--- src/rtl/tnoc_packet_unpacker_vc.sv ---
// rtl/tnoc_packet_unpacker_vc.sv - per-VC flit-to-packet unpacker: reassembles header flits and forwards payload
// Each virtual channel keeps its own context, so flits of different VCs may interleave freely.
module tnoc_packet_unpacker_vc #(
  parameter int CHANNELS              = 2,
  parameter int FLIT_DATA_WIDTH       = 32,
  parameter int REQUEST_HEADER_FLITS  = 3,
  parameter int RESPONSE_HEADER_FLITS = 2,
  parameter int HEADER_FLITS          = (REQUEST_HEADER_FLITS > RESPONSE_HEADER_FLITS) ?
                                        REQUEST_HEADER_FLITS : RESPONSE_HEADER_FLITS,
  parameter int VC_WIDTH              = (CHANNELS > 1) ? $clog2(CHANNELS) : 1
) (
  input  logic                                    clk,
  input  logic                                    rst_n,
  input  logic                                    i_flit_valid,
  output logic                                    o_flit_ready,
  input  logic [VC_WIDTH-1:0]                     i_flit_vc,
  input  logic                                    i_flit_header,
  input  logic                                    i_flit_tail,
  input  logic [FLIT_DATA_WIDTH-1:0]              i_flit_data,
  output logic                                    o_header_valid,
  input  logic                                    i_header_ready,
  output logic [VC_WIDTH-1:0]                     o_header_vc,
  output logic [HEADER_FLITS*FLIT_DATA_WIDTH-1:0] o_header_data,
  output logic                                    o_header_only,
  output logic                                    o_payload_valid,
  input  logic                                    i_payload_ready,
  output logic [VC_WIDTH-1:0]                     o_payload_vc,
  output logic [FLIT_DATA_WIDTH-1:0]              o_payload_data,
  output logic                                    o_payload_last,
  output logic                                    o_payload_type,
  output logic                                    o_error
);

  localparam int CNT_W = $clog2(HEADER_FLITS) + 1;

  localparam logic [1:0] ST_IDLE    = 2'd0;
  localparam logic [1:0] ST_HEADER  = 2'd1;
  localparam logic [1:0] ST_PAYLOAD = 2'd2;

  localparam logic [CNT_W-1:0] REQ_LAST = CNT_W'(REQUEST_HEADER_FLITS - 1);
  localparam logic [CNT_W-1:0] RSP_LAST = CNT_W'(RESPONSE_HEADER_FLITS - 1);

  logic [1:0]       state   [CHANNELS];
  logic [CNT_W-1:0] count   [CHANNELS];
  logic             ptype   [CHANNELS];
  logic             error_q;

  logic                vc_ok;
  logic [VC_WIDTH-1:0] vc_sel;
  logic [1:0]          cur_state;
  logic [CNT_W-1:0]    cur_count;
  logic                cur_ptype;
  logic                first_flit;
  logic                is_resp;
  logic                last_hdr;
  logic                hdr_phase_flit;
  logic                hdr_mid;
  logic                hdr_end;
  logic                pay;
  logic                err;
  logic                accept;

  // Out-of-range VC numbers (non power-of-two CHANNELS) are treated as protocol errors.
  always_comb begin
    vc_ok          = ({1'b0, i_flit_vc} < (VC_WIDTH + 1)'(CHANNELS));
    vc_sel         = vc_ok ? i_flit_vc : '0;
    cur_state      = state[vc_sel];
    cur_count      = count[vc_sel];
    cur_ptype      = ptype[vc_sel];
    first_flit     = (cur_state == ST_IDLE);
    is_resp        = first_flit ? i_flit_data[7] : cur_ptype;
    last_hdr       = (cur_count == (is_resp ? RSP_LAST : REQ_LAST));
    hdr_phase_flit = vc_ok && i_flit_header && (cur_state != ST_PAYLOAD);
    hdr_mid        = hdr_phase_flit && !last_hdr && !i_flit_tail;
    hdr_end        = hdr_phase_flit && last_hdr;
    pay            = vc_ok && !i_flit_header && (cur_state == ST_PAYLOAD);
    err            = !(hdr_mid || hdr_end || pay);
  end

  assign o_flit_ready    = hdr_end ? i_header_ready : (pay ? i_payload_ready : 1'b1);
  assign accept          = i_flit_valid && o_flit_ready;
  assign o_header_valid  = i_flit_valid && hdr_end;
  assign o_payload_valid = i_flit_valid && pay;
  assign o_header_vc     = i_flit_vc;
  assign o_payload_vc    = i_flit_vc;
  assign o_header_only   = i_flit_tail;
  assign o_payload_data  = i_flit_data;
  assign o_payload_last  = i_flit_tail;
  assign o_payload_type  = cur_ptype;
  assign o_error         = error_q;

  always_ff @(posedge clk or negedge rst_n) begin
    if (!rst_n) begin
      for (int ch = 0; ch < CHANNELS; ch++) begin
        state[ch] <= ST_IDLE;
        count[ch] <= '0;
        ptype[ch] <= 1'b0;
      end
      error_q <= 1'b0;
    end else begin
      error_q <= accept && err;
      for (int ch = 0; ch < CHANNELS; ch++) begin
        if (accept && (VC_WIDTH'(ch) == vc_sel)) begin
          if (hdr_mid) begin
            state[ch] <= ST_HEADER;
            count[ch] <= cur_count + 1'b1;
            if (first_flit) ptype[ch] <= i_flit_data[7];
          end else if (hdr_end) begin
            state[ch] <= i_flit_tail ? ST_IDLE : ST_PAYLOAD;
            count[ch] <= '0;
            if (first_flit) ptype[ch] <= i_flit_data[7];
          end else if (pay) begin
            if (i_flit_tail) state[ch] <= ST_IDLE;
          end else if (vc_ok && (cur_state == ST_HEADER)) begin
            state[ch] <= ST_IDLE;
            count[ch] <= '0;
          end
        end
      end
    end
  end

  // Slots below the current count come from storage, the current flit fills the next one,
  // and anything above is forced to zero so stale data from older packets never leaks.
  if (HEADER_FLITS > 1) begin : g_buf
    logic [FLIT_DATA_WIDTH-1:0] slots [CHANNELS][HEADER_FLITS-1];

    always_ff @(posedge clk or negedge rst_n) begin
      if (!rst_n) begin
        for (int ch = 0; ch < CHANNELS; ch++) begin
          for (int s = 0; s < HEADER_FLITS - 1; s++) begin
            slots[ch][s] <= '0;
          end
        end
      end else if (accept && hdr_mid) begin
        for (int s = 0; s < HEADER_FLITS - 1; s++) begin
          if (CNT_W'(s) == cur_count) slots[vc_sel][s] <= i_flit_data;
        end
      end
    end

    for (genvar k = 0; k < HEADER_FLITS; k++) begin : g_slot
      if (k < HEADER_FLITS - 1) begin : g_stored
        assign o_header_data[k*FLIT_DATA_WIDTH +: FLIT_DATA_WIDTH] =
          (CNT_W'(k) < cur_count)  ? slots[vc_sel][k] :
          (CNT_W'(k) == cur_count) ? i_flit_data : '0;
      end else begin : g_top
        assign o_header_data[k*FLIT_DATA_WIDTH +: FLIT_DATA_WIDTH] =
          (CNT_W'(k) == cur_count) ? i_flit_data : '0;
      end
    end
  end else begin : g_nobuf
    assign o_header_data = i_flit_data;
  end

endmodule
--- config.mk ---
export PLATFORM = sky130hd
export DESIGN_NAME = tnoc_packet_unpacker_vc
export DESIGN_NICKNAME = d
export VERILOG_FILES = /design/src/rtl/tnoc_packet_unpacker_vc.sv
export SDC_FILE = /design/constraint.sdc
export NUM_CORES = 1
export LEC_CHECK = 0
export CORE_ASPECT_RATIO = 1.1
export CORE_UTILIZATION = 56
export CTS_BUF_LIST = sky130_fd_sc_hd__clkbuf_2
export DETAILED_ROUTE_END_ITERATION = 8
export PLACE_DENSITY = 0.94
export SLEW_MARGIN = 20
export SYNTH_ARGS = -nofsm -noshare
export SYNTH_HDL_FRONTEND = slang
export SYNTH_SLANG_ARGS = --single-unit
--- constraint.sdc ---
create_clock -name clk -period 5.6 [get_ports clk]
set_input_delay 1.12 -clock clk [delete_from_list [all_inputs] [get_ports clk]]
set_output_delay 1.12 -clock clk [all_outputs]
set_load 0.02 [all_outputs]
==> results by group <==
Status
  – Status: finished clean

CTS
  – Post-cts gate resize count: 0
  – Root Buffer: clkbuf_2
  – Clk pin slew, worst setup/hold paths: 0.18 ns
  – H-tree levels: 4
  – CTS max path bufs: 2
  – Clk_lat worst skew: 0.69 ns
  – CTS buffer count: 17
  – # hold bufs at CTS: 0
  – Number of post-CTS setup repair buffers: 0
  – Clock tree sinks: 141
  – CTS tree: built

Synthesis
  – Syn Inst Count: 662
  – Yosys reg bits: 141
  – Mapped Area: 7760 sq um
  – Synth warn: 0
  – Share of flip-flops with an asynchronous set or reset: 1.00
  – Post-synthesis net count: 705
  – Cell taking the most area after synthesis: dfrtp_1
  – Count leader, synth: dfrtp_1
  – Commonest cells post-synth: dfrtp_1 (141), mux2_2 (79), mux2i_1 (67)
  – Mean Syn Cell Area: 11.7 sq um
  – Post-synth top area share: 0.454
  – Primary FF master, synth: dfrtp_1
  – Synth top area cells: dfrtp_1 (45%), mux2_4 (12%), mux2_2 (11%)
  – EDFF count, synth: 0
  – Yosys cell types: 39
  – Seq/Total Area, Yosys: 0.454

Power and ir drop
  – Tot Pwr: 4.41 mW
  – Switching pwr: 1.69 mW
  – Internal Power: 2.71 mW
  – Peak supply drop: 0.299 mV
  – Part of the power in combinational logic: 0.519
  – Seq pwr share: 0.372
  – Clock Power Share: 0.109
  – Pleak: 4.33 nW
  – Pwr Density: 461 nW/um^2
  – Net Sw Frac: 0.384

Worst setup path
  – R2R Setup Slk: 2.25 ns
  – Crit path DAT: 3.71 ns
  – CP Launch Type: input pin
  – Type of the worst setup path: in2out
  – Critical path required time: 4.48 ns
  – CP endpoint kind: output pin
  – Worst-path fanout max: 12

Placed design
  – Pre-CTS setup slack: 0.812 ns
  – Placed inst area: 9390 sq um
  – RD Place Congestion: 0.870
  – Dpl hpwl: 13000 um
  – Port Buf Inserts: 176

STA
  – Hold slack: 0.391 ns
  – Achievable frequency: 0.207 GHz
  – Slew HR: 0.421
  – Fin worst setup slack: 0.771 ns
  – Final Max Slew Viols: 0
  – Tmin final: 4.83 ns
  – Fin crit share: 0.862
  – Clk_skew: 0.0229 ns
  – Setup TNS after final layout: 0 ns
  – Unrepaired setup endpoints after global routing: no
  – # setup viols final: 0
  – Final hold viol count: 0
  – Worst-margin pin slew: 0.868 ns

Floorplan
  – Io pins: 177
  – Die width: 114 um
  – Die Ht: 125 um
  – Die footprint: 14300 sq um
  – Core region area: 13400 sq um
  – FP Rows: 44
  – Initial Utilization: 0.580

Hold path
  – Hold Path Class: in2async

Drt
  – Via density: 5.82
  – DRC errors left: 0
  – WL final: 19100 um
  – DRT antenna net count: 0
  – Routed WL per cell: 19.5 um
  – Initial DRC count: 284
  – Drt pass-1 iters: 5
  – Vias: 5690

GRT
  – Total gr overflow: 0
  – Met3 global-route usage: 0.0533
  – All-Layer GR Usage: 0.279
  – Grt met2 use: 0.454
  – Pin count of the biggest net entering global routing: 72
  – Vias in the first global route: 5864
  – Initial antenna violation count: 0
  – Gr busiest metal: met2
  – Met1 global-route usage: 0.363
  – First-pass GRT wire length: 30800 um

Layout
  – Fill cells: 926
  – Design area: 9550 sq um
  – Area Overhead vs Synth: 23.0%
  – Net count, final: 829
  – Layout cell share with drive strength beyond 1: 0.241
  – Antenna cells: 0

Job
  – Max_cap viols: 0
[power by group through the flow]
| stage | combinational (mW) | clock, mW | sequential, mW |
|---|---|---|---|
| CTS | 2.29 | 0.491 | 1.64 |
| global placement | 2.20 | 0 | 1.62 |
| floorplan | 1.43 | 0 | 1.59 |
| global route | 2.44 | 0.528 | 1.69 |
| detailed placement | 2.27 | 0 | 1.66 |
| finish | 2.29 | 0.479 | 1.64 |
[layout by cell type, fill, tap and decap left out, types with 2 or more instances in the layout]
cell type and n:
nand2b_1 2, mux2_4 61, and3_2 2, clkdlybuf4s50_1 174, ha_1 3, buf_4 13, and3_1 33, buf_12 3
nand2_1 38, nor2_1 13, o21ai_0 34, mux2_2 79, o31ai_1 2, mux2i_1 66, o2111a_1 2, inv_1 3
dfrtp_1 141, and2_1 5, nand3_2 2, clkbuf_2 22, clkinv_1 2, nor3_1 6, nand3_1 2, clkinv_2 2
a21oi_1 64
[cell families (layout without fill, tap and decap cells)]
logic type      after synthesis  in the layout  synth area share
mux                         208            208             0.320
flops                       141            141             0.454
simple gates                112            112            0.0759
compound gates              108            108            0.0738
buf+inv                      90            222            0.0706
fa+ha+maj                     3              3           0.00484
[routing by layer]
metal	vias up	wire, um	share of wire
met4	0	469	0.025
met2	230	9390	0.49
met3	36	1090	0.057
met1	2850	8130	0.43
li1	2574	-	-
met5	-	0	0
[sequential cells by signal, indices dropped and copies added (netlist names)]
name and cells:
count 6, g_buf.slots 128, o_error 1, ptype 2, state 4
[path summary, 6_finish.rpt]
| kind | end | cells after the start | from |
|---|---|---|---|
| setup / recovery | o_flit_ready | 8 | i_flit_data[7] |
| hold / removal | state[3] | 1 | rst_n |
| setup reg to reg | g_buf.slots[33] | 8 | state[2] |
| hold reg to reg | g_buf.slots[33] | 1 | g_buf.slots[33] |
| max in group asynchronous | g_buf.slots[94] | 2 | rst_n |
| min in group clk | g_buf.slots[33] | 1 | g_buf.slots[33] |
[metrics by stage]
stage,utilization,std cells
after floorplan,-,662
after global placement,0.702,951
after detailed placement,0.702,951
after CTS,0.714,978
after global routing,0.714,978
final,0.714,978
[cell type report]
class | instances | area [sq um] | area share
inverter | 4 | 15.0 | 0.00157
timing repair buffer | 191 | 1910 | 0.200
sequential | 141 | 3530 | 0.370
multi-input combinational | 431 | 3700 | 0.388
clock inverter | 5 | 47.5 | 0.00498
clock buffer | 22 | 110 | 0.0115
tap | 184 | 230 | 0.0241
[worst max-delay path: stages]
cell,delay (ns)
clkdlybuf4s50_1,0.68
or4b_1,0.50
o21ai_2,0.11
or3_1,0.15
and2_1,0.29
nor3_1,0.10
nor2_1,0.13
clkdlybuf4s50_1,0.63
Power figures use the tool's default switching activity.
